$ cat config.mk
export PLATFORM = sky130hd
export DESIGN_NAME = multicycle_ctrl
export DESIGN_NICKNAME = d
export VERILOG_FILES = /design/src/rtl/arm_ctrl_pkg.sv /design/src/rtl/cond_unit.sv /design/src/rtl/multicycle_ctrl.sv
export SDC_FILE = /design/constraint.sdc
export NUM_CORES = 1
export LEC_CHECK = 0
export ABC_CLOCK_PERIOD_IN_PS = 4500
export CAP_MARGIN = 20
export CORE_MARGIN = 3
export CORE_UTILIZATION = 44
export CTS_CLUSTER_DIAMETER = 120
export DETAILED_ROUTE_END_ITERATION = 16
export PLACE_DENSITY = 0.81
export SYNTH_ARGS = -nofsm -noshare
export SYNTH_HDL_FRONTEND = slang
export SYNTH_SLANG_ARGS = --single-unit
$ cat constraint.sdc
create_clock -name clk -period 4.5 [get_ports clk]
set_input_delay 0.9 -clock clk [delete_from_list [all_inputs] [get_ports clk]]
set_output_delay 0.9 -clock clk [all_outputs]
set_load 0.005 [all_outputs]
$ cat src/rtl/arm_ctrl_pkg.sv
// Shared encodings for the multicycle ARM-subset control unit.
// Latency: n/a (constants and a pure decode function only).
// Backpressure: n/a.
package arm_ctrl_pkg;

    // FSM state encodings; the numeric values are visible on state_o.
    typedef enum logic [3:0] {
        S_FETCH  = 4'd0,
        S_DECODE = 4'd1,
        S_MEMADR = 4'd2,
        S_MEMRD  = 4'd3,
        S_MEMWB  = 4'd4,
        S_MEMWR  = 4'd5,
        S_EXECR  = 4'd6,
        S_EXECI  = 4'd7,
        S_ALUWB  = 4'd8,
        S_BRANCH = 4'd9
    } state_t;

    // Instr[27:26] op field.
    localparam logic [1:0] OP_DP  = 2'b00;
    localparam logic [1:0] OP_MEM = 2'b01;
    localparam logic [1:0] OP_BR  = 2'b10;
    localparam logic [1:0] OP_ILL = 2'b11;

    // alu_control codes.
    localparam logic [1:0] ALU_ADD = 2'b00;
    localparam logic [1:0] ALU_SUB = 2'b01;
    localparam logic [1:0] ALU_AND = 2'b10;
    localparam logic [1:0] ALU_ORR = 2'b11;

    // result_src codes.
    localparam logic [1:0] RES_ALUOUT    = 2'b00;
    localparam logic [1:0] RES_DATA      = 2'b01;
    localparam logic [1:0] RES_ALURESULT = 2'b10;

    // alu_src_b codes.
    localparam logic [1:0] SRCB_RD2  = 2'b00;
    localparam logic [1:0] SRCB_IMM  = 2'b01;
    localparam logic [1:0] SRCB_FOUR = 2'b10;

    // Data-processing cmd field (Instr[24:21]).
    localparam logic [3:0] CMD_AND = 4'b0000;
    localparam logic [3:0] CMD_SUB = 4'b0010;
    localparam logic [3:0] CMD_ADD = 4'b0100;
    localparam logic [3:0] CMD_ORR = 4'b1100;

    // ARM condition codes.
    localparam logic [3:0] COND_EQ = 4'h0;
    localparam logic [3:0] COND_NE = 4'h1;
    localparam logic [3:0] COND_CS = 4'h2;
    localparam logic [3:0] COND_CC = 4'h3;
    localparam logic [3:0] COND_MI = 4'h4;
    localparam logic [3:0] COND_PL = 4'h5;
    localparam logic [3:0] COND_VS = 4'h6;
    localparam logic [3:0] COND_VC = 4'h7;
    localparam logic [3:0] COND_HI = 4'h8;
    localparam logic [3:0] COND_LS = 4'h9;
    localparam logic [3:0] COND_GE = 4'hA;
    localparam logic [3:0] COND_LT = 4'hB;
    localparam logic [3:0] COND_GT = 4'hC;
    localparam logic [3:0] COND_LE = 4'hD;
    localparam logic [3:0] COND_AL = 4'hE;

    typedef struct packed {
        logic       supported;   // cmd is one of ADD/SUB/AND/ORR
        logic       arith;       // ADD/SUB: C and V are meaningful
        logic [1:0] alu_control;
    } cmd_dec_t;

    function automatic cmd_dec_t cmd_decode(input logic [3:0] cmd);
        cmd_dec_t d;
        d = '{supported: 1'b0, arith: 1'b0, alu_control: ALU_ADD};
        case (cmd)
            CMD_ADD: d = '{supported: 1'b1, arith: 1'b1, alu_control: ALU_ADD};
            CMD_SUB: d = '{supported: 1'b1, arith: 1'b1, alu_control: ALU_SUB};
            CMD_AND: d = '{supported: 1'b1, arith: 1'b0, alu_control: ALU_AND};
            CMD_ORR: d = '{supported: 1'b1, arith: 1'b0, alu_control: ALU_ORR};
            default: d = '{supported: 1'b0, arith: 1'b0, alu_control: ALU_ADD};
        endcase
        return d;
    endfunction

endpackage

$ cat src/rtl/cond_unit.sv
// NZCV flags register, condition evaluation and the latched per-instruction condition result.
// Latency: cond_ex is combinational; flags and cond_ex_q update on the next rising edge.
// Backpressure: none; loads happen whenever the enables are high.
module cond_unit
    import arm_ctrl_pkg::*;
#(
    parameter logic [3:0] FLAG_RESET = 4'b0000
) (
    input  logic       clk,
    input  logic       reset_n,
    input  logic [3:0] cond,
    input  logic [3:0] alu_flags,
    input  logic       flag_wr_nz,
    input  logic       flag_wr_cv,
    input  logic       cond_ex_load,
    output logic       cond_ex,
    output logic       cond_ex_q,
    output logic [3:0] flags
);

    logic [3:0] flags_q;
    logic       n_f, z_f, c_f, v_f;

    assign flags = flags_q;
    assign {n_f, z_f, c_f, v_f} = flags_q;

    // Flags register: N/Z and C/V halves have independent load enables.
    always_ff @(posedge clk or negedge reset_n) begin
        if (!reset_n) begin
            flags_q <= FLAG_RESET;
        end else begin
            if (flag_wr_nz) flags_q[3:2] <= alu_flags[3:2];
            if (flag_wr_cv) flags_q[1:0] <= alu_flags[1:0];
        end
    end

    // Evaluate the instruction's condition against the current flags.
    always_comb begin
        cond_ex = 1'b0;
        case (cond)
            COND_EQ: cond_ex = z_f;
            COND_NE: cond_ex = ~z_f;
            COND_CS: cond_ex = c_f;
            COND_CC: cond_ex = ~c_f;
            COND_MI: cond_ex = n_f;
            COND_PL: cond_ex = ~n_f;
            COND_VS: cond_ex = v_f;
            COND_VC: cond_ex = ~v_f;
            COND_HI: cond_ex = c_f & ~z_f;
            COND_LS: cond_ex = ~c_f | z_f;
            COND_GE: cond_ex = (n_f == v_f);
            COND_LT: cond_ex = (n_f != v_f);
            COND_GT: cond_ex = ~z_f & (n_f == v_f);
            COND_LE: cond_ex = z_f | (n_f != v_f);
            COND_AL: cond_ex = 1'b1;
            default: cond_ex = 1'b0;  // 1111 never executes
        endcase
    end

    // Latch the condition result at the end of DECODE for the rest of the instruction.
    always_ff @(posedge clk or negedge reset_n) begin
        if (!reset_n) begin
            cond_ex_q <= 1'b0;
        end else if (cond_ex_load) begin
            cond_ex_q <= cond_ex;
        end
    end

endmodule

$ cat src/rtl/multicycle_ctrl.sv
// Multicycle ARM-subset control FSM: sequences fetch/decode/execute and drives datapath controls.
// Latency: DP 4, LDR 5, STR 4, B 3, illegal op 2 cycles per instruction.
// Backpressure: none; one state per cycle, write enables forced low while reset_n is low.
module multicycle_ctrl
    import arm_ctrl_pkg::*;
#(
    parameter logic [3:0] FLAG_RESET = 4'b0000
) (
    input  logic       clk,
    input  logic       reset_n,
    input  logic [3:0] cond,
    input  logic [1:0] op,
    input  logic [5:0] funct,
    input  logic [3:0] rd,
    input  logic [3:0] alu_flags,
    output logic       pc_write,
    output logic       adr_src,
    output logic       mem_write,
    output logic       ir_write,
    output logic       reg_write,
    output logic [1:0] result_src,
    output logic       alu_src_a,
    output logic [1:0] alu_src_b,
    output logic [1:0] imm_src,
    output logic [1:0] alu_control,
    output logic [3:0] state_o
);

    state_t   state, next_state;
    cmd_dec_t dec;
    logic     cond_ex, cond_ex_q;
    logic [3:0] flags;
    logic     cond_ex_load, flag_wr_nz, flag_wr_cv;
    logic     pc_write_c, mem_write_c, ir_write_c, reg_write_c;
    logic     wb_en;

    assign dec     = cmd_decode(funct[4:1]);
    assign imm_src = op;
    assign state_o = state;

    // Write enables are gated by reset so an in-flight write stops the instant reset asserts.
    assign pc_write  = pc_write_c  & reset_n;
    assign mem_write = mem_write_c & reset_n;
    assign ir_write  = ir_write_c  & reset_n;
    assign reg_write = reg_write_c & reset_n;

    cond_unit #(
        .FLAG_RESET (FLAG_RESET)
    ) u_cond (
        .clk          (clk),
        .reset_n      (reset_n),
        .cond         (cond),
        .alu_flags    (alu_flags),
        .flag_wr_nz   (flag_wr_nz),
        .flag_wr_cv   (flag_wr_cv),
        .cond_ex_load (cond_ex_load),
        .cond_ex      (cond_ex),
        .cond_ex_q    (cond_ex_q),
        .flags        (flags)
    );

    // Raw condition and flags are only probed for debug from the top.
    logic unused_dbg;
    assign unused_dbg = ^{cond_ex, flags};

    // State register.
    always_ff @(posedge clk or negedge reset_n) begin
        if (!reset_n) state <= S_FETCH;
        else          state <= next_state;
    end

    // Next-state and per-state control decode.
    always_comb begin
        next_state   = S_FETCH;
        pc_write_c   = 1'b0;
        adr_src      = 1'b0;
        mem_write_c  = 1'b0;
        ir_write_c   = 1'b0;
        reg_write_c  = 1'b0;
        result_src   = RES_ALUOUT;
        alu_src_a    = 1'b0;
        alu_src_b    = SRCB_RD2;
        alu_control  = ALU_ADD;
        cond_ex_load = 1'b0;
        flag_wr_nz   = 1'b0;
        flag_wr_cv   = 1'b0;
        wb_en        = 1'b0;
        case (state)
            S_FETCH: begin
                ir_write_c = 1'b1;
                alu_src_a  = 1'b1;
                alu_src_b  = SRCB_FOUR;
                result_src = RES_ALURESULT;
                pc_write_c = 1'b1;
                next_state = S_DECODE;
            end
            S_DECODE: begin
                alu_src_a    = 1'b1;
                alu_src_b    = SRCB_FOUR;
                result_src   = RES_ALURESULT;
                cond_ex_load = 1'b1;
                case (op)
                    OP_MEM:  next_state = S_MEMADR;
                    OP_DP:   next_state = funct[5] ? S_EXECI : S_EXECR;
                    OP_BR:   next_state = S_BRANCH;
                    default: next_state = S_FETCH;   // illegal op retires as a NOP
                endcase
            end
            S_MEMADR: begin
                alu_src_b  = SRCB_IMM;
                next_state = funct[0] ? S_MEMRD : S_MEMWR;
            end
            S_MEMRD: begin
                adr_src    = 1'b1;
                next_state = S_MEMWB;
            end
            S_MEMWB: begin
                result_src = RES_DATA;
                wb_en      = cond_ex_q;
            end
            S_MEMWR: begin
                adr_src     = 1'b1;
                mem_write_c = cond_ex_q;
            end
            S_EXECR, S_EXECI: begin
                alu_src_b   = (state == S_EXECI) ? SRCB_IMM : SRCB_RD2;
                alu_control = dec.alu_control;
                flag_wr_nz  = funct[0] & cond_ex_q & dec.supported;
                flag_wr_cv  = funct[0] & cond_ex_q & dec.supported & dec.arith;
                next_state  = S_ALUWB;
            end
            S_ALUWB: begin
                result_src = RES_ALUOUT;
                wb_en      = cond_ex_q & dec.supported;
            end
            S_BRANCH: begin
                alu_src_b  = SRCB_IMM;
                result_src = RES_ALURESULT;
                pc_write_c = cond_ex_q;
            end
            default: next_state = S_FETCH;
        endcase
        // A write-back to r15 is a PC load instead of a register file write.
        if (rd == 4'd15) pc_write_c  = pc_write_c | wb_en;
        else             reg_write_c = wb_en;
    end

endmodule

* After elaboration in Yosys (flattened, before gate mapping)
Cells that the tools add are included. W data, S select, Z words.
Storage, ports and cells: register bits after elaboration 9, word-level logic and storage cells 82
Cells by class: equal/unequal tests 31, mux-type cells 21, bitwise logic cells 17, reductions and logical operators 9
Operators with widths (number):
- $eq A4 B4 Y1 const B | 11
- $eq A4 B3 Y1 const B | 9
- $eq A4 B2 Y1 const B | 5
- $pmux W4 S5 | 1
- $pmux W4 S4 | 1
- $pmux W1 S15 | 1
- $logic_not A4 Y1 | 3
- $pmux W4 S3 | 1
- $mux W1 | 11
- $and A1 B1 Y1 | 10
- $eq A4 B1 Y1 const B | 2
- $reduce_or A2 Y1 | 4
- $pmux W2 S3 | 1
- $not A1 Y1 | 4
- $pmux W1 S2 | 2
- $pmux W2 S2 | 1
- $mux W3 | 1
- $or A1 B1 Y1 | 3
- $reduce_or A3 Y1 | 1
- $eq A2 B1 Y1 const B | 1
- $eq A2 B2 Y1 const B | 1
- $logic_not A2 Y1 | 1
- $mux W2 | 1
- $eq A1 B1 Y1 | 1
- $ne A1 B1 Y1 | 1

* Depth between registers and ports, before layout
Gate-level depths: netlist (run 1).
depth after elaboration 7, depth in mapped cells 5, depth with buffers taken out 4

* Modules after synthesis
Synthesis (run 1) repeated with hierarchy kept, for this count alone.
Second synthesis, totals: cell total of the unflattened synthesis 96, area, all modules 802.0 µm²
By module, submodules not included:
- multicycle_ctrl | instances 1, cells each 64, area each 455.4 µm², sequential area each 100.1 µm²
- cond_unit | instances 1, cells each 32, area each 346.6 µm², sequential area each 125.1 µm²

* Worst setup path before layout (run 1)
Ideal clock, no wire load.
path kind input -> output, start point input funct[4], end point output pc_write, arrival time 1.680 ns, slack 1.920 ns, stages 4, buffers on the path 0, cells stage by stage nor2b_1 a2111oi_0 o2111ai_1 o21ai_1
On the way: longest elaborated chain between the ends 7
RTL lines:
- start: declaration | RTL line multicycle_ctrl.sv:13 | input logic [5:0] funct,
- $eq A4 B4 Y1, or another cell as far along | RTL line arm_ctrl_pkg.sv:74 | case (cmd)
- $pmux W4 S4 (*) | RTL line arm_ctrl_pkg.sv:74
- $and A1 B1 Y1 (*) | RTL line multicycle_ctrl.sv:134 | wb_en = cond_ex_q & dec.supported;
- $pmux W1 S2 (*) | RTL line multicycle_ctrl.sv:88 | case (state)
- $or A1 B1 Y1 (*) | RTL line multicycle_ctrl.sv:144 | if (rd == 4'd15) pc_write_c = pc_write_c | wb_en;
- $mux W1 (*) | RTL line multicycle_ctrl.sv:144
- $and A1 B1 Y1 (*) | RTL line multicycle_ctrl.sv:42 | assign pc_write = pc_write_c & reset_n;
- end: declaration | RTL line multicycle_ctrl.sv:16 | output logic pc_write,
Mark *: on every way between the ends. The rest lies on a longest branch, timed or not.

* Worst setup path after layout (run 1)
start point input funct[3], end point output pc_write
The elaborated chain is that of the path after synthesis.

==> flow_metrics.env, run 1 <==
export IMPL_cts_setup_buffers=0
export IMPL_crit_required_ns=3.60
export IMPL_max_cap_violations=0
export IMPL_insertion_delay_ns=0.26
export IMPL_gp_routability_congestion=0.825
export IMPL_floorplan_initialDensity_pct=48.2
export IMPL_final_cell_count_no_fill=163
export IMPL_first_global_vias=954
export IMPL_top_usage_layer="met2"
export IMPL_overall_fraction_of_global_route_tracks_in_use_pct=20.8
export IMPL_antenna_cells_inserted=0
export IMPL_startpoint_type="primary input"
export IMPL_tightest_slew_ns=0.530
export IMPL_dieArea_sq_mm=0.00252
export IMPL_detail_route_first_pass_iterations=4
export IMPL_worst_ir_drop_vdd_mv=0.244
export IMPL_area_growth_synth_to_final_pct=47.2
export IMPL_layout_nets=161
export IMPL_sequential_element_share_of_the_synthesized_area_pct=26.2
export IMPL_num_fill_cells=147
export IMPL_buffer_ports_inserted=39
export IMPL_worst_reg2reg_setup_slack_ns=2.59
export IMPL_cts_root_buf="sky130_fd_sc_hd__clkbuf_4"
export IMPL_crit_fanout=6
export IMPL_syn_avg_cell_area_sq_um=8.35
export IMPL_unrepaired_setup_endpoints_after_global_routing="no"
export IMPL_post_drt_wl_per_cell_microns=14.0
export IMPL_total_congestion_overflow_after_global_routing=0
export IMPL_finalCritPeriodShare_pct=83.2
export IMPL_synth_cell_types=44
export IMPL_setup_viol=0
export IMPL_final_antenna_net_count=0
export IMPL_netlist_top_cells_area="sky130_fd_sc_hd__dfrtp_1 (26%), sky130_fd_sc_hd__nor2_1 (4.8%), sky130_fd_sc_hd__nor3_1 (4.1%)"
export IMPL_core_region_area_sq_mm=0.00178
export IMPL_cts_buffers_inserted=3
export IMPL_synth_warning_count=0
export IMPL_avgViaCountPerCell=5.64
export IMPL_number_of_synthesized_flops_with_an_enable_pin=0
export IMPL_detailedRoute_firstIterationViolations=8
export IMPL_synthesis_area_sq_um=860
export IMPL_critPathCapture="pc_write"
export IMPL_cts_sinks=9
export IMPL_vias=919
export IMPL_status="completed"
export IMPL_worst_ep_arrival_time_ns=2.84
export IMPL_globalRouteMet3Util_pct=5.04
export IMPL_totalWireLength_mm=2.28
export IMPL_reg2reg_depth=4
export IMPL_grt_first_pass_wirelength_mm=4.03
export IMPL_mostFrequentLayoutCell="sky130_fd_sc_hd__clkdlybuf4s50_1"
export IMPL_async_set_or_reset_register_ratio_after_synthesis_pct=100
export IMPL_drc_errors=0
export IMPL_report_final_slew_viol_count=0
export IMPL_drive_above_1_share_pct=7.25
export IMPL_number_of_top_level_pins=40
export IMPL_global_route_usage_met1_pct=23.6
export IMPL_synthCells=103
export IMPL_synth_top_cell_area_share_pct=26.2
export IMPL_pwr_density_cell_mw_per_mm2=433
export IMPL_timing_final_hold_violations=0
export IMPL_fin_setup_tns_ns=0
export IMPL_die_width_microns=50.2
export IMPL_fin_util_pct=70.9
export IMPL_worstReg2RegStart="state_o[3]"
export IMPL_cts_max_path_buffers=2
export IMPL_reg2reg_to="u_cond.flags[0]"
export IMPL_antenna_found_initial=0
export IMPL_timing_slew_headroom_pct=64.7
export IMPL_fin_crit_ns=3.74
export IMPL_ys_flop_type="sky130_fd_sc_hd__dfrtp_1"
export IMPL_tritoncts="yes"
export IMPL_min_path_type="reg -> reg"
export IMPL_syn_nets=125
export IMPL_endpoint_kind="output port"
export IMPL_dp_cells=159
export IMPL_cts_clk_slew_worst_paths_ns=0.06
export IMPL_cts_htree_levels=1
export IMPL_max_clock_freq_mhz=267
export IMPL_final_cell_mix="sky130_fd_sc_hd__clkdlybuf4s50_1 (39), sky130_fd_sc_hd__nor2_1 (11), sky130_fd_sc_hd__dfrtp_1 (9)"
export IMPL_maximum_number_of_pins_on_one_net_before_global_route_repair=17
export IMPL_core_rowCount=15
export IMPL_hold_worst_slack_ns=0.572
export IMPL_postCtsResizedCells=0
export IMPL_clock_skew_ns=0.00243
export IMPL_post_synth_top_area_cell="sky130_fd_sc_hd__dfrtp_1"
export IMPL_use_met2_pct=36.7
export IMPL_critPathLaunch="funct[3]"
export IMPL_die_h_microns=50.2
export IMPL_cts_hold_repair_buffers=0
export IMPL_leakage_power_figure_nw=0.475
export IMPL_detailedPlacementHpwl_mm=1.83
export IMPL_postSynthRegisterBits=9
export IMPL_worst_setup_path_type="in -> out"
-- cells by family (layout without fill, tap and decap cells) --
kind of cell | Yosys count | after routing | share of synthesized area, %
buffers and inverters | 11 | 46 | 6.70
AO/OA/AOI/OAI | 25 | 25 | 21.5
multiplexers | 5 | 5 | 7.42
flip-flops | 9 | 9 | 26.2
XOR/XNOR | 4 | 4 | 4.08
AND/OR/NAND/NOR | 49 | 49 | 34.1
-- critical path: stages --
cell and delay [ns]:
sky130_fd_sc_hd__clkdlybuf4s50_1 0.59, sky130_fd_sc_hd__nor2b_1 0.10, sky130_fd_sc_hd__a2111oi_0 0.40, sky130_fd_sc_hd__o2111ai_1 0.19, sky130_fd_sc_hd__o21ai_1 0.15, sky130_fd_sc_hd__clkdlybuf4s50_1 0.51
-- per-layer routing --
| layer | up-vias | wire length (microns) |
|---|---|---|
| met5 | - | 0 |
| met4 | 0 | 37 |
| met3 | 4 | 112 |
| met2 | 23 | 1160 |
| met1 | 439 | 973 |
| li1 | 453 | - |
-- state kept, by name, summed over array words and instances, names as in the netlist --
signal and count:
u_cond.cond_ex_q 1, state_o 4, u_cond.flags 4
-- worst min-delay path by stage --
stage / from / end / slack, ns / cells after the start
4_1_cts: u_cond.flags[2] / u_cond.flags[2] / 0.58 / 1
6_report: u_cond.flags[2] / u_cond.flags[2] / 0.57 / 1
2_1_floorplan: u_cond.flags[2] / u_cond.flags[2] / 0.51 / 1
3_5_place_dp: u_cond.flags[2] / u_cond.flags[2] / 0.56 / 1
5_1_grt: u_cond.flags[2] / u_cond.flags[2] / 0.64 / 1
3_3_place_gp: u_cond.flags[2] / u_cond.flags[2] / 0.55 / 1
-- through the flow --
step,total power [W],setup slack [ns],cell area (sq um)
after floorplan,0.000325,1.92,860
after global placement,0.000479,0.808,1240
after detailed placement,0.000491,0.781,1240
after CTS,0.000554,0.766,1260
after global routing,0.000595,0.593,1260
final,0.000548,0.757,1260
-- synthesized netlist by cell type, drive strengths merged (2+ instances only) --
master   instances
nor2            11
dfrtp            9
nor3             7
nand2            6
o21ai            6
clkbuf           5
mux2             5
a21boi           4
buf              4
nand2b           4
nor2b            4
a2111oi          3
nand4            3
xnor2            3
a31o             2
inv              2
nand3            2
nor4b            2
o22ai            2
-- cell type report --
class	instances	area, sq um	area share [%]
sequential	9	225	17.8
multi-input combinational	83	577	45.6
tap	25	31.3	2.47
timing repair buffer	40	398	31.5
inverter	2	7.51	0.593
clock buffer	4	26.3	2.08
-- where the power goes --
group	internal (W)	leakage [nW]	switching, W
clock	0.0000342	0.0150	0.0000285
combinational	0.000191	0.342	0.000114
sequential	0.000108	0.118	0.0000723
total	0.000333	0.475	0.000215
Note: power is estimated with default switching activity, not from simulation.
==> run 2, diff against run 1 <==
- ABC_CLOCK_PERIOD_IN_PS: 4500 -> 3900
- CORE_UTILIZATION: 44 -> 41
- PLACE_DENSITY: 0.81 -> 0.76
- clock period: 4.5 -> 3.9 ns (I/O delays scaled with it)
==> run 2 against run 1 <==
- clock skew shrank 0.0012 ns
- power grew 13%
- die area grew 6.4%
- clock power grew 7.8%
- global-route usage shrank 3.0 points
- hold slack gained 0.0086 ns
- cell area is the same
- sequential cell count is the same
- count of clock-buffer cells in the layout is the same
- sequential share of layout area is the same
- wire length shrank 5.5%
- critical path type unchanged
- largest cell class unchanged
- largest power group unchanged
==> flow_metrics.env, run 2 (synthesis gave the netlist of run 1 again) <==
export IMPL_drc_errors=0
export IMPL_grt_first_pass_wirelength_mm=3.70
export IMPL_totalWireLength_mm=2.16
export IMPL_setup_viol=0
export IMPL_leakage_power_figure_nw=0.475
export IMPL_timing_slew_headroom_pct=65.2
export IMPL_cts_setup_buffers=0
export IMPL_cts_hold_repair_buffers=0
export IMPL_timing_hold_worst_endpoint="u_cond.flags[2]"
export IMPL_postCtsResizedCells=0
export IMPL_place_area_sq_mm=0.00124
export IMPL_finalCritPeriodShare_pct=89.6
export IMPL_worstReg2RegStart="state_o[3]"
export IMPL_core_region_area_sq_mm=0.00186
export IMPL_status="completed"
export IMPL_pwr_density_cell_mw_per_mm2=491
export IMPL_final_cell_mix="sky130_fd_sc_hd__clkdlybuf4s50_1 (39), sky130_fd_sc_hd__nor2_1 (11), sky130_fd_sc_hd__dfrtp_1 (9)"
export IMPL_first_global_vias=841
export IMPL_detail_route_first_pass_iterations=4
export IMPL_die_width_microns=51.8
export IMPL_cts_max_path_buffers=2
export IMPL_insertion_delay_ns=0.25
export IMPL_reg2reg_depth=4
export IMPL_cts_root_buf="sky130_fd_sc_hd__clkbuf_4"
export IMPL_post_drt_wl_per_cell_microns=13.2
export IMPL_vias=922
export IMPL_detailedPlacementHpwl_mm=1.78
export IMPL_maximum_number_of_pins_on_one_net_before_global_route_repair=17
export IMPL_mostFrequentLayoutCell="sky130_fd_sc_hd__clkdlybuf4s50_1"
export IMPL_unrepaired_setup_endpoints_after_global_routing="no"
export IMPL_min_path_type="reg -> reg"
export IMPL_worst_setup_path_type="in -> out"
export IMPL_num_fill_cells=151
export IMPL_gp_routability_congestion=0.786
export IMPL_die_h_microns=51.8
export IMPL_total_congestion_overflow_after_global_routing=0
export IMPL_report_final_slew_viol_count=0
export IMPL_tightest_slew_ns=0.522
export IMPL_endpoint_kind="output port"
export IMPL_buffer_ports_inserted=39
export IMPL_dp_slack_ns=0.415
export IMPL_worst_ep_arrival_time_ns=2.71
export IMPL_reg2reg_to="u_cond.flags[1]"
export IMPL_cts_clk_slew_worst_paths_ns=0.06
export IMPL_final_area_sq_mm=0.00126
export IMPL_startpoint_type="primary input"
export IMPL_final_antenna_net_count=0
export IMPL_number_of_top_level_pins=40
export IMPL_drive_above_1_share_pct=7.25
export IMPL_antenna_found_initial=0
export IMPL_layout_nets=161
export IMPL_core_rowCount=15
export IMPL_cts_sinks=9
export IMPL_antenna_cells_inserted=0
export IMPL_cts_htree_levels=1
export IMPL_detailedRoute_firstIterationViolations=13
export IMPL_post_route_worst_setup_slack_ns=0.407
export IMPL_crit_fanout=6
export IMPL_tritoncts="yes"
export IMPL_worst_reg2reg_setup_slack_ns=1.99
export IMPL_hold_start="u_cond.flags[2]"
export IMPL_max_cap_violations=0
export IMPL_fin_crit_ns=3.49
export IMPL_avgViaCountPerCell=5.66
export IMPL_max_clock_freq_mhz=286
export IMPL_worst_ir_drop_vdd_mv=0.300
export IMPL_fin_setup_tns_ns=0
export IMPL_area_growth_synth_to_final_pct=47.2
export IMPL_dieArea_sq_mm=0.00268
export IMPL_hold_worst_slack_ns=0.580
export IMPL_timing_final_hold_violations=0
export IMPL_cts_buffers_inserted=3
export IMPL_overall_fraction_of_global_route_tracks_in_use_pct=17.7
export IMPL_whs_path_depth=1
export IMPL_crit_required_ns=3.12
export IMPL_floorplan_initialDensity_pct=46.3
export IMPL_clock_skew_ns=0.00119
-- run 2: worst max path at each step --
| stage | depth (start not counted) | start | end | slack, ns |
|---|---|---|---|---|
| CTS | 6 | funct[3] | reg_write | 0.39 |
| detailed placement | 6 | funct[3] | reg_write | 0.42 |
| floorplan | 4 | funct[4] | pc_write | 1.56 |
| finish | 6 | funct[3] | pc_write | 0.41 |
| global placement | 6 | funct[3] | pc_write | 0.43 |
| global route | 6 | funct[3] | pc_write | 0.19 |
-- run 2: area by class of cell --
cell class | count | area [sq um] | area share [%]
clock buffers | 4 | 26.3 | 2.08
well taps | 25 | 31.3 | 2.47
repair buffers | 40 | 398 | 31.5
flip-flops and latches | 9 | 225 | 17.8
multi-input cells | 83 | 577 | 45.6
inverters | 2 | 7.51 | 0.593
-- run 2: power by group --
part           switching [W]  internal, W
Clock              0.0000285    0.0000392
Sequential         0.0000823     0.000124
Combinational       0.000127     0.000220
-- run 2: worst max-delay path: stages --
cell	delay, ns
sky130_fd_sc_hd__clkdlybuf4s50_1	0.58
sky130_fd_sc_hd__nor2b_1	0.10
sky130_fd_sc_hd__a2111oi_0	0.40
sky130_fd_sc_hd__o2111ai_1	0.18
sky130_fd_sc_hd__o21ai_1	0.16
sky130_fd_sc_hd__clkdlybuf4s50_1	0.51
-- run 2: per-layer routing --
layer  track usage [%]  vias to the layer above  part of all wire (%)
met5                 0                        -                     0
met4              1.31                        0                     0
met3              4.58                        0                   5.2
met2              29.2                       27                    49
met1              24.2                      441                    46
li1                  -                      454                     -
-- run 2: per-stage QoR --
step,total power (W),util (%),cells
2_1_floorplan,0.000375,-,103
5_1_grt,0.000681,68.1,163
3_3_place_gp,0.000557,66.7,159
3_5_place_dp,0.000559,66.7,159
6_report,0.000621,68.1,163
4_1_cts,0.000630,68.1,163
